==> config.mk <==
export PLATFORM = sky130hd
export DESIGN_NAME = spi_master
export DESIGN_NICKNAME = d
export VERILOG_FILES = /design/src/rtl/spi_master.sv
export SDC_FILE = /design/constraint.sdc
export NUM_CORES = 1
export LEC_CHECK = 0
export CAP_MARGIN = 25
export CORE_ASPECT_RATIO = 0.9
export CORE_MARGIN = 1
export CORE_UTILIZATION = 45
export DETAILED_ROUTE_END_ITERATION = 8
export MAX_ROUTING_LAYER = met4
export PLACE_DENSITY_LB_ADDON = 0.25
export RECOVER_POWER = 25
export SLEW_MARGIN = 30
export SYNTH_ARGS = -nofsm -noshare
export SYNTH_HDL_FRONTEND = slang
export SYNTH_SLANG_ARGS = --single-unit
==> constraint.sdc <==
create_clock -name clk -period 2.1 [get_ports clk]
set_input_delay 0.315 -clock clk [delete_from_list [all_inputs] [get_ports clk]]
set_output_delay 0.315 -clock clk [all_outputs]
set_load 0.02 [all_outputs]
==> src/rtl/spi_master.sv <==
// SPI bus initiator: one DATA_WIDTH-bit full-duplex frame per start strobe, SPI modes 0-3.
// Define SPI_LSB_FIRST_EN to shift LSB first in both directions (default MSB first).
module spi_master #(
  parameter int SPI_MODE   = 0,
  parameter int DATA_WIDTH = 8,
  parameter int CLK_DIV    = 4
) (
  input  logic                  clk,
  input  logic                  rst,
  input  logic                  i_TX_start,
  input  logic [DATA_WIDTH-1:0] i_TX_data,
  output logic                  o_TX_ready,
  output logic                  o_sclk,
  output logic                  o_mosi,
  output logic                  o_cs_n,
  input  logic                  i_miso,
  output logic [DATA_WIDTH-1:0] o_RX_data,
  output logic                  o_RX_done
);

  // state    | meaning
  // IDLE     | waiting for a start, cs_n high
  // SETUP    | cs_n dropped, first bit presented for CPHA=0
  // TRANSFER | 2*DATA_WIDTH SCLK toggles
  // HOLD     | last half-period before cs_n rises
  typedef enum logic [1:0] {IDLE, SETUP, TRANSFER, HOLD} state_t;

  localparam logic CPOL = (SPI_MODE == 2) || (SPI_MODE == 3);
  localparam logic CPHA = (SPI_MODE == 1) || (SPI_MODE == 3);
  localparam int   CW   = (CLK_DIV > 1) ? $clog2(CLK_DIV) : 1;
  localparam int   EW   = $clog2(2 * DATA_WIDTH + 1);
  localparam logic [CW-1:0] HP_LAST   = CW'(CLK_DIV - 1);
  localparam logic [EW-1:0] EDGE_LAST = EW'(2 * DATA_WIDTH);

  state_t state, state_next;
  logic [CW-1:0] hp_cnt;
  logic [EW-1:0] edge_cnt, edge_num;
  logic [DATA_WIDTH-1:0] tx_reg, rx_reg, tx_shifted, rx_shifted;
  logic tx_bit, hp_last, setup_entry;
  logic accept, toggle, finish, sample, drive;

  assign hp_last     = (hp_cnt == HP_LAST);
  assign edge_num    = edge_cnt + EW'(1);
  assign setup_entry = (state == SETUP) && o_cs_n;

`ifdef SPI_LSB_FIRST_EN
  assign tx_bit     = tx_reg[0];
  assign tx_shifted = tx_reg >> 1;
  assign rx_shifted = {i_miso, rx_reg[DATA_WIDTH-1:1]};
`else
  assign tx_bit     = tx_reg[DATA_WIDTH-1];
  assign tx_shifted = tx_reg << 1;
  assign rx_shifted = {rx_reg[DATA_WIDTH-2:0], i_miso};
`endif

  always_ff @(posedge clk) begin
    if (rst) state <= IDLE;
    else     state <= state_next;
  end

  always_comb begin
    state_next = state;
    o_TX_ready = 1'b0;
    accept     = 1'b0;
    toggle     = 1'b0;
    finish     = 1'b0;
    case (state)
      IDLE: begin
        o_TX_ready = 1'b1;
        if (i_TX_start) begin
          accept     = 1'b1;
          state_next = SETUP;
        end
      end
      SETUP: begin
        if (!o_cs_n && hp_last) begin
          toggle     = 1'b1;
          state_next = TRANSFER;
        end
      end
      TRANSFER: begin
        if (hp_last) begin
          toggle = 1'b1;
          if (edge_num == EDGE_LAST) state_next = HOLD;
        end
      end
      HOLD: begin
        // Ready rises in the final HOLD cycle so a start here chains frames with one idle cs_n cycle.
        if (hp_last) begin
          o_TX_ready = 1'b1;
          finish     = 1'b1;
          if (i_TX_start) begin
            accept     = 1'b1;
            state_next = SETUP;
          end else begin
            state_next = IDLE;
          end
        end
      end
      default: state_next = IDLE;
    endcase
    sample = toggle && (CPHA ? !edge_num[0] : edge_num[0]);
    drive  = toggle && (CPHA ? edge_num[0] : (!edge_num[0] && (edge_num != EDGE_LAST)));
  end

  always_ff @(posedge clk) begin
    if (rst) begin
      o_sclk    <= CPOL;
      o_cs_n    <= 1'b1;
      o_mosi    <= 1'b0;
      o_RX_data <= '0;
      o_RX_done <= 1'b0;
      tx_reg    <= '0;
      rx_reg    <= '0;
      hp_cnt    <= '0;
      edge_cnt  <= '0;
    end else begin
      o_RX_done <= finish;
      if (finish) begin
        o_cs_n    <= 1'b1;
        o_RX_data <= rx_reg;
      end
      if (setup_entry) begin
        o_cs_n <= 1'b0;
        hp_cnt <= '0;
        if (!CPHA) begin
          o_mosi <= tx_bit;
          tx_reg <= tx_shifted;
        end
      end else if (state != IDLE) begin
        hp_cnt <= hp_last ? '0 : hp_cnt + CW'(1);
      end
      if (toggle) begin
        o_sclk   <= ~o_sclk;
        edge_cnt <= edge_num;
      end
      if (sample) rx_reg <= rx_shifted;
      if (drive) begin
        o_mosi <= tx_bit;
        tx_reg <= tx_shifted;
      end
      if (accept) begin
        tx_reg   <= i_TX_data;
        rx_reg   <= '0;
        hp_cnt   <= '0;
        edge_cnt <= '0;
      end
    end
  end

endmodule

==> results.json <==
{
  "cap_violations": 0,
  "drt_iter0_drc": 87,
  "grt_pass1_vias": 1441,
  "die-area_mm2": 0.004327,
  "start_util": 0.4805,
  "hpwl_um": 2804,
  "pwr_density_cell_mw_per_mm2": 992.7,
  "cts_inserted_buffers": 5,
  "final.setup.tns_ns": 0,
  "drive_gt1_frac": 0.08765,
  "ir_drop_uv": 562.8,
  "synth-seq-cells": 37,
  "routed_wl_um": 3937,
  "startpoint": "state[0]$_SDFFE_PP0P_",
  "cellLeakagePower_nw": 0.8724,
  "crit_path_end_kind": "primary output",
  "vias": 1658,
  "worstMarginPinSlew_ns": 0.5888,
  "grt_use_total": 0.1966,
  "n_antenna_cell": 0,
  "hold_class": "flop to flop",
  "slew_headroom": 0.6062,
  "clkSinkCount": 37,
  "clkLatencyLatePin_ns": 0.28,
  "skew_ns": 0.006157,
  "ctsHoldBuffers": 0,
  "synth-edff-count": 0,
  "root_buffer": "clkbuf_8",
  "finalCriticalPeriod_ns": 1.961,
  "htree_levels": 2,
  "path_max_fanout": 5,
  "start_kind": "flop",
  "maxSlewViolCount": 0,
  "drc": 0,
  "wl_per_cell_um": 13.26,
  "areaGrowthSynthToFinish_pct": 23.92,
  "die_height_um": 62.51,
  "fmax_ghz": 0.5098,
  "viasPerCell": 5.582,
  "synth-seq-area-share": 0.4046,
  "ys_warn_count": 0,
  "antenna_found_initial": 0,
  "overflow": 0,
  "syn-cell-area_mm2": 0.001831,
  "place.gp.congestion": 0.8274,
  "max-clock-path-buffers": 2,
  "io_buffer_count": 24,
  "postSynthCellCount": 219,
  "die_w_um": 69.23,
  "path_clk_slew_ns": 0.07,
  "grt_max_degree": 18,
  "worst_hold_slack_ns": 0.4516,
  "nets": 270,
  "finalSetupViolations": 0,
  "crit_end": "o_TX_ready",
  "arrival_ns": 1.65,
  "synth_nets": 239,
  "ff2ff_setup_slack_ns": 0.18,
  "regToRegStartpoint": "edge_cnt[0]$_SDFFE_PP0P_",
  "cts_tree": "yes",
  "dr.pass1.iters": 4,
  "netlist-cell-type-count": 40,
  "core-area_mm2": 0.003810,
  "grt_first_pass_wirelength_um": 6686,
  "required_ns": 1.78,
  "status": "finished clean",
  "reg2regPathDepth": 5,
  "ys.flop_type": "dfxtp_1",
  "rsz0062_at_grt": "no",
  "ant_nets": 0,
  "finalHoldViolations": 0,
  "async_reset_ff_frac": 0,
  "fin_crit_sh": 0.9340,
  "min-delay-start": "o_RX_data[4]$_SDFFE_PP0P_",
  "ios": 25,
  "critPathKind": "flop to primary output",
  "rows": 21,
  "worst_r2r_endpoint": "state[0]$_SDFFE_PP0P_",
  "syn_area_per_cell_um2": 8.358
}
[through the flow]
stage	setup WS, ns	std cells	utilization	instance area, um2	total power, mW
after floorplan	0.06458	219	-	1831	1.491
after global placement	0.1690	289	0.5721	2180	1.782
after detailed placement	0.08823	289	0.5721	2180	1.787
after CTS	0.08575	297	0.5934	2261	2.255
after global routing	0.007133	297	0.5954	2268	2.432
final	0.1385	297	0.5954	2268	2.252
[metal layers]
| metal | vias up | part of all wire | GRT usage |
|---|---|---|---|
| met4 | 0 | 0.0079 | 0.05357 |
| met1 | 775 | 0.52 | 0.2688 |
| met5 | - | 0 | - |
| li1 | 849 | - | - |
| met3 | 5 | 0.039 | 0.04516 |
| met2 | 29 | 0.43 | 0.2913 |
[synth_stat cells (all sizes together), types with 2 or more instances]
cell type   n  area share
dfxtp      37        0.40
nand2      27       0.055
nor2       21       0.043
a21oi      19       0.054
a211oi     14       0.057
nor3       12       0.033
o21ai      12       0.033
a211o       9       0.043
clkbuf      8       0.016
ha          8       0.055
nand2b      6       0.021
inv         5       0.010
and2        4       0.014
mux2i       4       0.022
buf         3      0.0075
nand3       3      0.0082
o211ai      3       0.012
xor2        3       0.014
a2111oi     2       0.010
nand4b      2      0.0096
nor2b       2      0.0068
nor3b       2      0.0082
[layout by cell type, fill, tap and decap left out, types with 2 or more instances in the layout]
master           instances
clkdlybuf4s50_1         20
clkinv_2                 2
a21oi_1                 18
nand3_1                  3
a211o_1                  9
o211ai_1                 3
nor3_1                  12
mux2i_1                  4
ha_1                     8
o21ai_0                 11
buf_4                    9
nand4b_1                 2
xor2_1                   3
nor2_1                  21
and2_1                   3
nor3b_1                  2
dfxtp_1                 36
dlygate4sd3_1            3
nand2b_1                 6
clkbuf_1                 2
nor2b_1                  2
nand2_1                 27
clkbuf_8                 5
inv_1                    5
a211oi_1                14
[worst min-delay path by stage]
stage | endpoint | slack (ns) | cells past startpoint
final | o_RX_data[4]$_SDFFE_PP0P_ | 0.45 | 2
after global routing | o_RX_data[5]$_SDFFE_PP0P_ | 0.48 | 2
after CTS | o_RX_data[4]$_SDFFE_PP0P_ | 0.46 | 2
after detailed placement | o_RX_data[4]$_SDFFE_PP0P_ | 0.45 | 2
after global placement | o_RX_data[7]$_SDFFE_PP0P_ | 0.44 | 2
after floorplan | o_RX_data[7]$_SDFFE_PP0P_ | 0.43 | 2
[kinds of logic (layout without fill, tap and decap cells)]
group	count (synthesis)	count (layout)	share of synthesized area
DFF	37	37	0.4046
AOI/OAI and AO/OA	65	65	0.2399
and+or+nand+nor	84	84	0.2194
muxes	5	5	0.02803
xor gates and xnor gates	4	4	0.01914
adders and majority gates	8	8	0.05468
buffers and inverters	16	48	0.03418
[area by class of cell]
type	count	area, um2
fillers	344	1541
clock buffers	6	72.57
multi-input cells	166	1037
well taps	46	57.56
repair buffers	35	330.3
flip-flops and latches	37	742.0
inverters	5	18.77
clock inverters	2	10.01
[report_power, final]
group	total (mW)	internal (mW)	switching, mW	leakage (nW)
registers	0.899	0.811	0.0888	0.301
clock network	0.473	0.230	0.243	0.0450
logic	0.880	0.407	0.473	0.527
total	2.25	1.45	0.804	0.872
[critical path, cell delays in order (launching register included)]
cell and delay (ns):
dfxtp_1 0.38, inv_1 0.12, ha_1 0.30, a21oi_4 0.19, nor2_1 0.06, dlygate4sd2_1 0.32
[what timing repair did]
item                                    CTS  global route
buffers inserted                          0             0
gates resized for setup                   1             4
endpoints found under the setup margin    1             8
pin swaps                                 0             0
hold endpoints to repair                  0             0
Note: power is estimated with default switching activity, not from simulation.
